## src/rtl/ifu_pkg.sv

```systemverilog
// Shared types and constants for the instruction-fetch stage.
package ifu_pkg;

  localparam logic [31:0] NOP_INSTR = 32'h0000_0013;
  localparam logic [31:0] PC_STEP   = 32'd4;

  typedef enum logic [1:0] {
    IDLE,
    RUN,
    FAULT
  } fetch_state_e;

  typedef struct packed {
    logic [31:0] instr;
    logic [31:0] pc;
  } fetch_entry_t;

endpackage

```

## src/rtl/ifu_fetch_if.sv

```systemverilog
// Instruction-memory request/response channel; fetch is master, memory is slave.
interface ifu_fetch_if;

  logic        imem_req_valid;
  logic        imem_req_ready;
  logic [31:0] imem_req_addr;
  logic        imem_rsp_valid;
  logic [31:0] imem_rsp_data;

  modport master (
    output imem_req_valid, imem_req_addr,
    input  imem_req_ready, imem_rsp_valid, imem_rsp_data
  );

  modport slave (
    input  imem_req_valid, imem_req_addr,
    output imem_req_ready, imem_rsp_valid, imem_rsp_data
  );

endinterface

```

## src/rtl/ifu_fifo.sv

```systemverilog
// Synchronous prefetch FIFO of fetch entries; flush overrides push and pop.
module ifu_fifo
  import ifu_pkg::*;
#(
  parameter  int DEPTH = 2,
  localparam int AW    = $clog2(DEPTH),
  localparam int CW    = $clog2(DEPTH + 1)
) (
  input  logic          clk,
  input  logic          reset,
  input  logic          push,
  input  logic          pop,
  input  logic          flush,
  input  fetch_entry_t  din,
  output logic [CW-1:0] count,
  output logic          full,
  output logic          empty,
  output fetch_entry_t  head
);

  fetch_entry_t    mem [DEPTH];
  logic [AW-1:0]   wr_ptr;
  logic [AW-1:0]   rd_ptr;
  logic [CW-1:0]   cnt;

  always_ff @(posedge clk or negedge reset) begin
    if (!reset) begin
      wr_ptr <= '0;
      rd_ptr <= '0;
      cnt    <= '0;
    end else if (flush) begin
      wr_ptr <= '0;
      rd_ptr <= '0;
      cnt    <= '0;
    end else begin
      if (push) wr_ptr <= wr_ptr + 1'b1;
      if (pop)  rd_ptr <= rd_ptr + 1'b1;
      cnt <= cnt + CW'(push) - CW'(pop);
    end
  end

  // Storage carries no reset; only the pointers define what is valid.
  always_ff @(posedge clk) begin
    if (push && !flush) mem[wr_ptr] <= din;
  end

  assign count = cnt;
  assign full  = (cnt == CW'(DEPTH));
  assign empty = (cnt == '0);
  assign head  = mem[rd_ptr];

endmodule

```

## src/rtl/ifu_fetch.sv

```systemverilog
// Instruction-fetch stage: PC, credit-limited imem requests, prefetch FIFO, redirect.
// Define IFU_ALIGN_CHK_EN to trap misaligned redirects into a sticky FAULT state.
module ifu_fetch
  import ifu_pkg::*;
#(
  parameter logic [31:0] RESET_PC   = 32'h0000_0000,
  parameter int          FIFO_DEPTH = 2,
  parameter logic [31:0] NOP_INSTR  = ifu_pkg::NOP_INSTR
) (
  input  logic               clk,
  input  logic               reset,
  ifu_fetch_if.master        bus,
  output logic               if_id_valid,
  input  logic               if_id_ready,
  output logic [31:0]        if_id_instr,
  output logic [31:0]        if_id_pc,
  input  logic               redirect_valid,
  input  logic [31:0]        redirect_pc,
  output logic               fetch_fault
);

  localparam int CW = $clog2(FIFO_DEPTH + 1);
  localparam int AW = $clog2(FIFO_DEPTH);

  fetch_state_e    state, state_nxt;
  logic [31:0]     pc, pc_nxt;
  logic [CW-1:0]   outstanding, outst_nxt;
  logic [CW-1:0]   kill, kill_nxt;
  logic [CW:0]     inflight;
  logic [CW-1:0]   fifo_count;
  logic            fifo_full, fifo_empty;
  fetch_entry_t    fifo_head, push_entry;
  logic            req_fire, rsp_live, pop;
  logic [31:0]     redir_pc;
  logic            redir_misaligned;
  logic [31:0]     shadow [FIFO_DEPTH];
  logic [AW-1:0]   sh_wr, sh_rd;
  logic [31:0]     last_pc;
  logic            unused_full;

`ifdef IFU_ALIGN_CHK_EN
  assign redir_pc         = redirect_pc;
  assign redir_misaligned = (redirect_pc[1:0] != 2'b00);
  assign fetch_fault      = (state == FAULT);
`else
  logic [1:0] unused_redir_lsb;
  assign unused_redir_lsb = redirect_pc[1:0];
  assign redir_pc         = {redirect_pc[31:2], 2'b00};
  assign redir_misaligned = 1'b0;
  assign fetch_fault      = 1'b0;
`endif

  // Credit counts every request not yet popped, including ones already marked for kill.
  assign inflight           = {1'b0, outstanding} + {1'b0, fifo_count};
  assign bus.imem_req_valid = (state == RUN) && (inflight < (CW+1)'(FIFO_DEPTH)) && !redirect_valid;
  assign bus.imem_req_addr  = pc;

  assign req_fire   = bus.imem_req_valid && bus.imem_req_ready;
  assign rsp_live   = bus.imem_rsp_valid && (kill == '0) && !redirect_valid;
  assign pop        = if_id_valid && if_id_ready && !redirect_valid;
  assign push_entry = '{instr: bus.imem_rsp_data, pc: shadow[sh_rd]};

  always_comb begin
    state_nxt = state;
    pc_nxt    = pc;
    outst_nxt = outstanding + CW'(req_fire) - CW'(bus.imem_rsp_valid);
    kill_nxt  = kill;
    if (state == IDLE) state_nxt = RUN;
    if (req_fire) pc_nxt = pc + PC_STEP;
    if (bus.imem_rsp_valid && (kill != '0)) kill_nxt = kill - 1'b1;
    if (redirect_valid) begin
      pc_nxt    = redir_pc;
      outst_nxt = outstanding - CW'(bus.imem_rsp_valid);
      kill_nxt  = outstanding - CW'(bus.imem_rsp_valid);
      state_nxt = redir_misaligned ? FAULT : RUN;
    end
  end

  always_ff @(posedge clk or negedge reset) begin
    if (!reset) begin
      state       <= IDLE;
      pc          <= RESET_PC;
      outstanding <= '0;
      kill        <= '0;
      sh_wr       <= '0;
      sh_rd       <= '0;
      last_pc     <= RESET_PC;
    end else begin
      state       <= state_nxt;
      pc          <= pc_nxt;
      outstanding <= outst_nxt;
      kill        <= kill_nxt;
      if (redirect_valid) begin
        sh_wr <= '0;
        sh_rd <= '0;
      end else begin
        if (req_fire) sh_wr <= sh_wr + 1'b1;
        if (rsp_live) sh_rd <= sh_rd + 1'b1;
      end
      if (!fifo_empty) last_pc <= fifo_head.pc;
    end
  end

  always_ff @(posedge clk) begin
    if (req_fire) shadow[sh_wr] <= pc;
  end

  ifu_fifo #(.DEPTH(FIFO_DEPTH)) u_fifo (
    .clk   (clk),
    .reset (reset),
    .push  (rsp_live),
    .pop   (pop),
    .flush (redirect_valid),
    .din   (push_entry),
    .count (fifo_count),
    .full  (fifo_full),
    .empty (fifo_empty),
    .head  (fifo_head)
  );

  assign unused_full = fifo_full;

  assign if_id_valid = !fifo_empty;
  assign if_id_instr = fifo_empty ? NOP_INSTR : fifo_head.instr;
  assign if_id_pc    = fifo_empty ? last_pc : fifo_head.pc;

endmodule

```

## src/flat_wrapper.sv

```systemverilog
// flat-port wrapper written by rule: the top's interface ports become plain ports
module ifu_fetch_flat import ifu_pkg::*;
#(
  parameter logic [31:0] RESET_PC   = 32'h0000_0000,
  parameter int          FIFO_DEPTH = 2,
  parameter logic [31:0] NOP_INSTR  = ifu_pkg::NOP_INSTR
)
  (clk, reset, if_id_valid, if_id_ready, if_id_instr, if_id_pc, redirect_valid, redirect_pc, fetch_fault, bus_imem_req_valid, bus_imem_req_addr, bus_imem_req_ready, bus_imem_rsp_valid, bus_imem_rsp_data);
  ifu_fetch_if bus_i ();
  input  logic clk;
  input  logic reset;
  output logic if_id_valid;
  input  logic if_id_ready;
  output logic [31:0] if_id_instr;
  output logic [31:0] if_id_pc;
  input  logic redirect_valid;
  input  logic [31:0] redirect_pc;
  output logic fetch_fault;
  output wire logic [$bits(bus_i.imem_req_valid)-1:0] bus_imem_req_valid;
  output wire logic [$bits(bus_i.imem_req_addr)-1:0] bus_imem_req_addr;
  input wire logic [$bits(bus_i.imem_req_ready)-1:0] bus_imem_req_ready;
  input wire logic [$bits(bus_i.imem_rsp_valid)-1:0] bus_imem_rsp_valid;
  input wire logic [$bits(bus_i.imem_rsp_data)-1:0] bus_imem_rsp_data;
  assign bus_imem_req_valid = bus_i.imem_req_valid;
  assign bus_imem_req_addr = bus_i.imem_req_addr;
  assign bus_i.imem_req_ready = bus_imem_req_ready;
  assign bus_i.imem_rsp_valid = bus_imem_rsp_valid;
  assign bus_i.imem_rsp_data = bus_imem_rsp_data;
  ifu_fetch #(.RESET_PC(RESET_PC), .FIFO_DEPTH(FIFO_DEPTH), .NOP_INSTR(NOP_INSTR)) u_core (.clk(clk), .reset(reset), .bus(bus_i), .if_id_valid(if_id_valid), .if_id_ready(if_id_ready), .if_id_instr(if_id_instr), .if_id_pc(if_id_pc), .redirect_valid(redirect_valid), .redirect_pc(redirect_pc), .fetch_fault(fetch_fault));
endmodule
```

## config.mk

```make
export PLATFORM = sky130hd
export DESIGN_NAME = ifu_fetch_flat
export DESIGN_NICKNAME = d
export VERILOG_FILES = /design/src/rtl/ifu_pkg.sv /design/src/rtl/ifu_fetch_if.sv /design/src/rtl/ifu_fifo.sv /design/src/rtl/ifu_fetch.sv /design/src/flat_wrapper.sv
export SDC_FILE = /design/constraint.sdc
export NUM_CORES = 1
export LEC_CHECK = 0
export BUFFER_PORTS_ARGS = -buffer_cell sky130_fd_sc_hd__buf_2
export CAP_MARGIN = 20
export CORE_MARGIN = 5
export CORE_UTILIZATION = 55
export CTS_CLUSTER_SIZE = 25
export DETAILED_ROUTE_END_ITERATION = 6
export PLACE_DENSITY = 0.78
export SLEW_MARGIN = 20
export SYNTH_ARGS = -nofsm -noshare
export SYNTH_HDL_FRONTEND = slang
export SYNTH_SLANG_ARGS = --single-unit
```

## constraint.sdc

```tcl
create_clock -name clk -period 4.32 [get_ports clk]
set_clock_uncertainty 0.1 [all_clocks]
set_input_delay 0.432 -clock clk [delete_from_list [all_inputs] [get_ports clk]]
set_output_delay 0.432 -clock clk [all_outputs]
set_load 0.05 [all_outputs]
```

## Word-level counts from Yosys, hierarchy flattened

Memory sizes are Yosys's and may differ from the RTL's.
Cells that the tools add are included.

- Flip-flop bits (word level): 76
- Memory bits (writable): 192
- Bits of input ports: 70
- Output and inout bits: 99
- Logic and storage cells: 68
- Memories kept: 2

Memory list:

| memory | depth | bits a word | read ports | clocked after memory_dff | write ports | line | text |
|---|---|---|---|---|---|---|---|
| u_core.u_fifo.mem | 2 | 64 | 1 | 0 | 1 | ifu_fifo.sv:21 | `fetch_entry_t mem [DEPTH];` |
| u_core.shadow | 2 | 32 | 1 | 0 | 1 | ifu_fetch.sv:36 | `logic [31:0] shadow [FIFO_DEPTH];` |

- $add $sub $neg: 12
- Order comparisons: 1
- Equality and inequality tests: 1
- Mux-type cells: 22
- Reductions and logical operators: 20

Operators by type and width:

| operator | number |
|---|---|
| $mux 32 | 4 |
| $add 32x3->32 const B | 1 |
| $mux 1 | 12 |
| $mux 2 | 6 |
| $reduce_bool 2->1 | 6 |
| $logic_and 1x1->1 | 9 |
| $logic_not 2->1 | 3 |
| $sub 2x1->2 | 3 |
| $add 1x1->1 const B | 4 |
| $add 2x1->2 | 2 |
| $add 2x2->3 | 1 |
| $lt 3x2->1 const B | 1 |
| $eq 2x1->1 const B | 1 |
| $logic_not 1->1 | 2 |
| $sub 2x1->2 const B | 1 |

## Logic depth before layout (Yosys ltp)

- Depth after elaboration: 8
- Depth in mapped cells: 10
- Gate-level depth less buffers: 9

## By module

From an unflattened synthesis, not the netlist that was laid out.

- Cells, all modules: 664
- Area, all modules: 10,857.9 µm²

By module, submodules not included:

| module | instances | cells an instance | area each (µm²) | seq. area each (µm²) |
|---|---|---|---|---|
| ifu_fetch | 1 | 446 | 5,816.8 | 3,528.4 |
| ifu_fifo | 1 | 218 | 5,041.1 | 3,943.8 |

## Worst setup path after synthesis

No wires, ideal clock.

- Path type: input -> register
- From: input redirect_valid
- To: memory u_core.u_fifo.mem[0][10] in the netlist's numbering (enable)
- Library setup time: 0.482 ns
- Arrival time: 3.711 ns
- Data required time: 3.738 ns
- Setup slack: 0.027 ns
- Stages on the path: 5
- Buffers on the path: 2
- Cells stage by stage: buf_6 -> clkinv_1 -> clkbuf_1 -> nand3_1 -> nor2_1

- Longest elaborated chain between the ends: 5

Ends and longest elaborated chain:

| item | line | text |
|---|---|---|
| start: declaration | flat_wrapper.sv:16 | `input logic redirect_valid;` |
| $logic_not 1->1 * | ifu_fifo.sv:44, ifu_fetch.sv:59 |  |
| $logic_and 1x1->1 | ifu_fetch.sv:59 | `assign rsp_live = bus.imem_rsp_valid && (kill == '0) && !redirect_valid;` |
| $logic_and 1x1->1 * | ifu_fifo.sv:44 | `if (push && !flush) mem[wr_ptr] <= din;` |
| $mux 1 * | ifu_fifo.sv:44 |  |
| $mux 1 (implied by the code) * | ifu_fifo.sv:44 |  |
| end: declaration | ifu_fifo.sv:21 |  |

Every way passes the cells marked *; elsewhere a longest branch is shown, timed or not.

## Worst setup path in the final report

- From: register u_core.u_fifo.cnt[0] (netlist: u_core.u_fifo.count[0])
- To: register u_core.pc[24] (netlist: u_core.bus.imem_req_addr[24])

- Longest elaborated chain between the ends: 6

Ends and longest elaborated chain:

| item | line | text |
|---|---|---|
| start: declaration | ifu_fifo.sv:24 | `logic [CW-1:0] cnt;` |
| start signal: assignment | ifu_fifo.sv:38 | `cnt <= cnt + CW'(push) - CW'(pop);` |
| $add 2x2->3 | ifu_fetch.sv:54 | `assign inflight = {1'b0, outstanding} + {1'b0, fifo_count};` |
| $lt 3x2->1 | ifu_fetch.sv:55 | `assign bus.imem_req_valid = (state == RUN) && (inflight < (CW+1)'(FIFO_DEPTH)) && !redirect_valid;` |
| $logic_and 1x1->1 (2 in series) | ifu_fetch.sv:55 |  |
| $logic_and 1x1->1 | ifu_fetch.sv:58 | `assign req_fire = bus.imem_req_valid && bus.imem_req_ready;` |
| $reduce_bool 2->1 (no source line) | n/a |  |
| end signal: assignment | ifu_fetch.sv:90 | `pc <= pc_nxt;` |
| end: declaration | ifu_fetch.sv:26 | `logic [31:0] pc, pc_nxt;` |

Every way passes these cells.
A chain may end at the register's enable or synchronous reset.

==> qor.txt <==
max_slew headroom -> 0.2918
Worst Hold Class -> input port to flop
met2 usage -> 0.3098
Yosys top cell area share -> 0.5418
RePlAce Congestion -> 0.8112
arrival time worst endpoint -> 3.54 ns
cell family with most CP delay -> simple AND/OR/NAND/NOR gates
IO Count -> 169
synthesized area -> 0.01020 mm2
max incr delay on CP -> 0.54 ns
Die Height -> 146.2 um
MaxCap Viol Count -> 0
Post-route DRC -> 0
number of cells on the critical path -> 7
Setup Viol. Count Final -> 0
clock sinks -> 257
yosys warns -> 0
Post-synth top flop -> edfxtp_1
setup tns final -> 0 ns
Synth Area in Simple Gates -> 0.08858
Antenna Nets Post-Route -> 0
H-Tree Depth -> 1
fillers -> 1241
element type at the critical path end -> flop
Crit Path Category -> flop to flop
Max VDD drop -> 0.0003839 V
Crit Path Max Fanout -> 14
Die Wd -> 146.2 um
CORE AREA -> 0.01809 mm2
top area cells in the synthesized netlist -> edfxtp_1, dfrtp_1, mux2i_1, mux2_2, nand2_1
Final Instance Area -> 0.01233 mm2
ratio of cells with drive above 1 in the final layout -> 0.2871
combinational family with the most area after synthesis -> multiplexers
CP dominant cell by count -> and2_1
Yosys top cell by area -> edfxtp_1
asr flop ratio synth -> 0.2840
Diodes inserted -> 0
final WL -> 21180 um
drt via density -> 5.617
Reg clk slew, reported paths -> 0.07 ns
Pwr Density -> 647.1 mW/mm2
fin nets -> 960
Starting Density -> 0.5639
Leak Pwr -> 0.004825 uW
number of synthesized flops with an enable pin -> 184
drt first pass iters -> 6
Vias -> 6353
RSZ-0062 raised after global routing -> no
area fraction in compound gates after synthesis -> 0.05582
Clk Latency, worst-skew pair -> 0.51 ns
Syn-to-layout area delta -> 20.92%
CP cell instances -> and2_1 -> fa_1 -> nor4b_4 -> and2_1 -> nor2_1 -> a22o_1 -> or3b_1
final hold slack -> 0.01775 ns
# port buffers -> 163
CP bufs+invs -> 0
post_cts resized -> 0
Adder-Cell Fraction of Synth Area -> 0.008097
GR Overflow Total -> 0
num rows -> 49
Pwr Total -> 7980 uW
Synth Area in XOR/XNOR -> 0.009447
fin crit period -> 3.249 ns
critical path launch point type -> flop
vias in the first global route -> 6308
WP data required -> 4.61 ns
grt met3 use -> 0.04059
Seq/Total Area, Yosys -> 0.7209
CTS Buf Count -> 25
global routing usage on met1 -> 0.2788
Max Slew Vio Count -> 0
Iter 0 DRT Violations -> 519
most frequent cells in the layout -> edfxtp_1, buf_2, dfrtp_1
global-route usage over all layers -> 0.1956
commonest non-fill, non-tap cell in the layout -> edfxtp_1
Placed Area -> 0.01127 mm2
FF+latch count, synth -> 257
worst-margin pin slew -> 1.058 ns
pin count of the biggest net entering global routing -> 74
worst hold path depth -> 1
post-CTS setup buffer count -> 0
Synth Instances -> 695
clk root buf -> clkbuf_16
Yosys cell types -> 51
initial antenna violation count -> 0
GR peak layer -> met2
final hold vios -> 0
fmax -> 307.7 MHz
first-pass GRT wire length -> 33890 um
CP max stage cell -> and2_1
Max Root-Sink Buffers -> 3
CTS tree -> built
mux cell area share after synthesis -> 0.09692
Reg2Reg Depth -> 7
period utilization -> 0.7522
Die ar. -> 0.02137 mm2
post-DP HPWL -> 13710 um
post-synthesis area per instance -> 14.67 um2
wire length per cell -> 18.72 um
status -> finished, final reports clean
==> power by group <==
part | total (uW) | leakage, uW | switching [uW] | internal [uW]
Clock | 2200 | 0.000419 | 869 | 1330
Combinational | 2530 | 0.00183 | 1900 | 636
Sequential | 3250 | 0.00258 | 208 | 3040
==> cells by family (layout without fill, tap and decap cells) <==
group,after synthesis,count (layout)
xor gates and xnor gates,11,11
and+or+nand+nor,193,193
adders and majority gates,6,6
buffers and inverters,43,248
other,2,4
AOI/OAI and AO/OA,88,88
muxes,95,95
DFF,257,257
==> worst reg2reg max path: cells and delay by family (launching register included) <==
| kind | cells | cell delay [ns] |
|---|---|---|
| compound gates | 1 | 0.29 |
| simple gates | 5 | 1.85 |
| fa+ha+maj | 1 | 0.48 |
| flops | 1 | 0.42 |
==> per-stage QoR <==
| step | utilization | std cells | setup slack [ns] |
|---|---|---|---|
| 2_1_floorplan | - | 697 | 0.02675 |
| 3_3_place_gp | 0.6232 | 1068 | 1.180 |
| 3_5_place_dp | 0.6232 | 1068 | 1.146 |
| 4_1_cts | 0.6782 | 1128 | 1.113 |
| 5_1_grt | 0.6818 | 1131 | 0.9342 |
| 6_report | 0.6818 | 1131 | 1.071 |
==> flip-flops by register name, summed over array words and instances (netlist names) <==
name and cells:
u_core.bus.imem_req_addr 30, u_core.u_fifo.wr_ptr 1, u_core.shadow 60, u_core.u_fifo.rd_ptr 1
u_core.kill 2, u_core.u_fifo.count 2, u_core.state 1, u_core.u_fifo.mem 124
u_core.outstanding 2, u_core.last_pc 32, u_core.sh_wr 1, u_core.sh_rd 1
==> Yosys cell counts (3+ instances only) <==
cell type and n:
xnor2_1 5, buf_1 6, nor2_1 54, and2_1 5
buf_2 6, a21oi_1 3, nand4_1 14, buf_4 6
clkbuf_1 15, nor3_1 6, nand2_1 70, and3_1 10
o211ai_1 9, inv_1 8, a31oi_1 3, mux2_2 30
o21ai_0 33, ha_1 5, dfrtp_1 73, edfxtp_1 184
a221o_1 3, xor2_1 6, nand3_1 21, mux2i_1 65
o21ai_1 13, o311ai_1 8, a31o_1 3
==> layer usage <==
metal,up-vias,part of all wire
met5,-,0
met4,0,0.020
met3,34,0.073
met2,277,0.47
met1,3071,0.44
li1,2971,-
==> path summary, 6_finish.rpt <==
kind / slack, ns / start / to
worst min-delay path: 0.02 / bus_imem_rsp_data[20] / u_core.u_fifo.mem[0][52]
worst max-delay path: 1.07 / u_core.u_fifo.count[0] / u_core.bus.imem_req_addr[24]
worst max register to register: 1.07 / u_core.u_fifo.count[0] / u_core.bus.imem_req_addr[24]
worst min register to register: 0.37 / u_core.last_pc[1] / u_core.last_pc[1]
max in group asynchronous: 3.24 / reset / u_core.u_fifo.rd_ptr
min in group asynchronous: 0.28 / reset / u_core.last_pc[20]
==> what timing repair did <==
item	4_1_cts	5_1_grt
hold buffers	15	1
endpoints found under the hold margin	29	22
setup endpoints to repair	0	0
==> area by class of cell <==
cell class	count	area, um2	area share
repair buffers	194	1131	0.09172
inverters	9	33.78	0.002739
clock inverters	17	187.7	0.01522
well taps	229	286.5	0.02323
flip-flops and latches	257	7356	0.5965
clock buffers	28	656.9	0.05327
multi-input cells	397	2680	0.2173
Power figures use the tool's default switching activity.
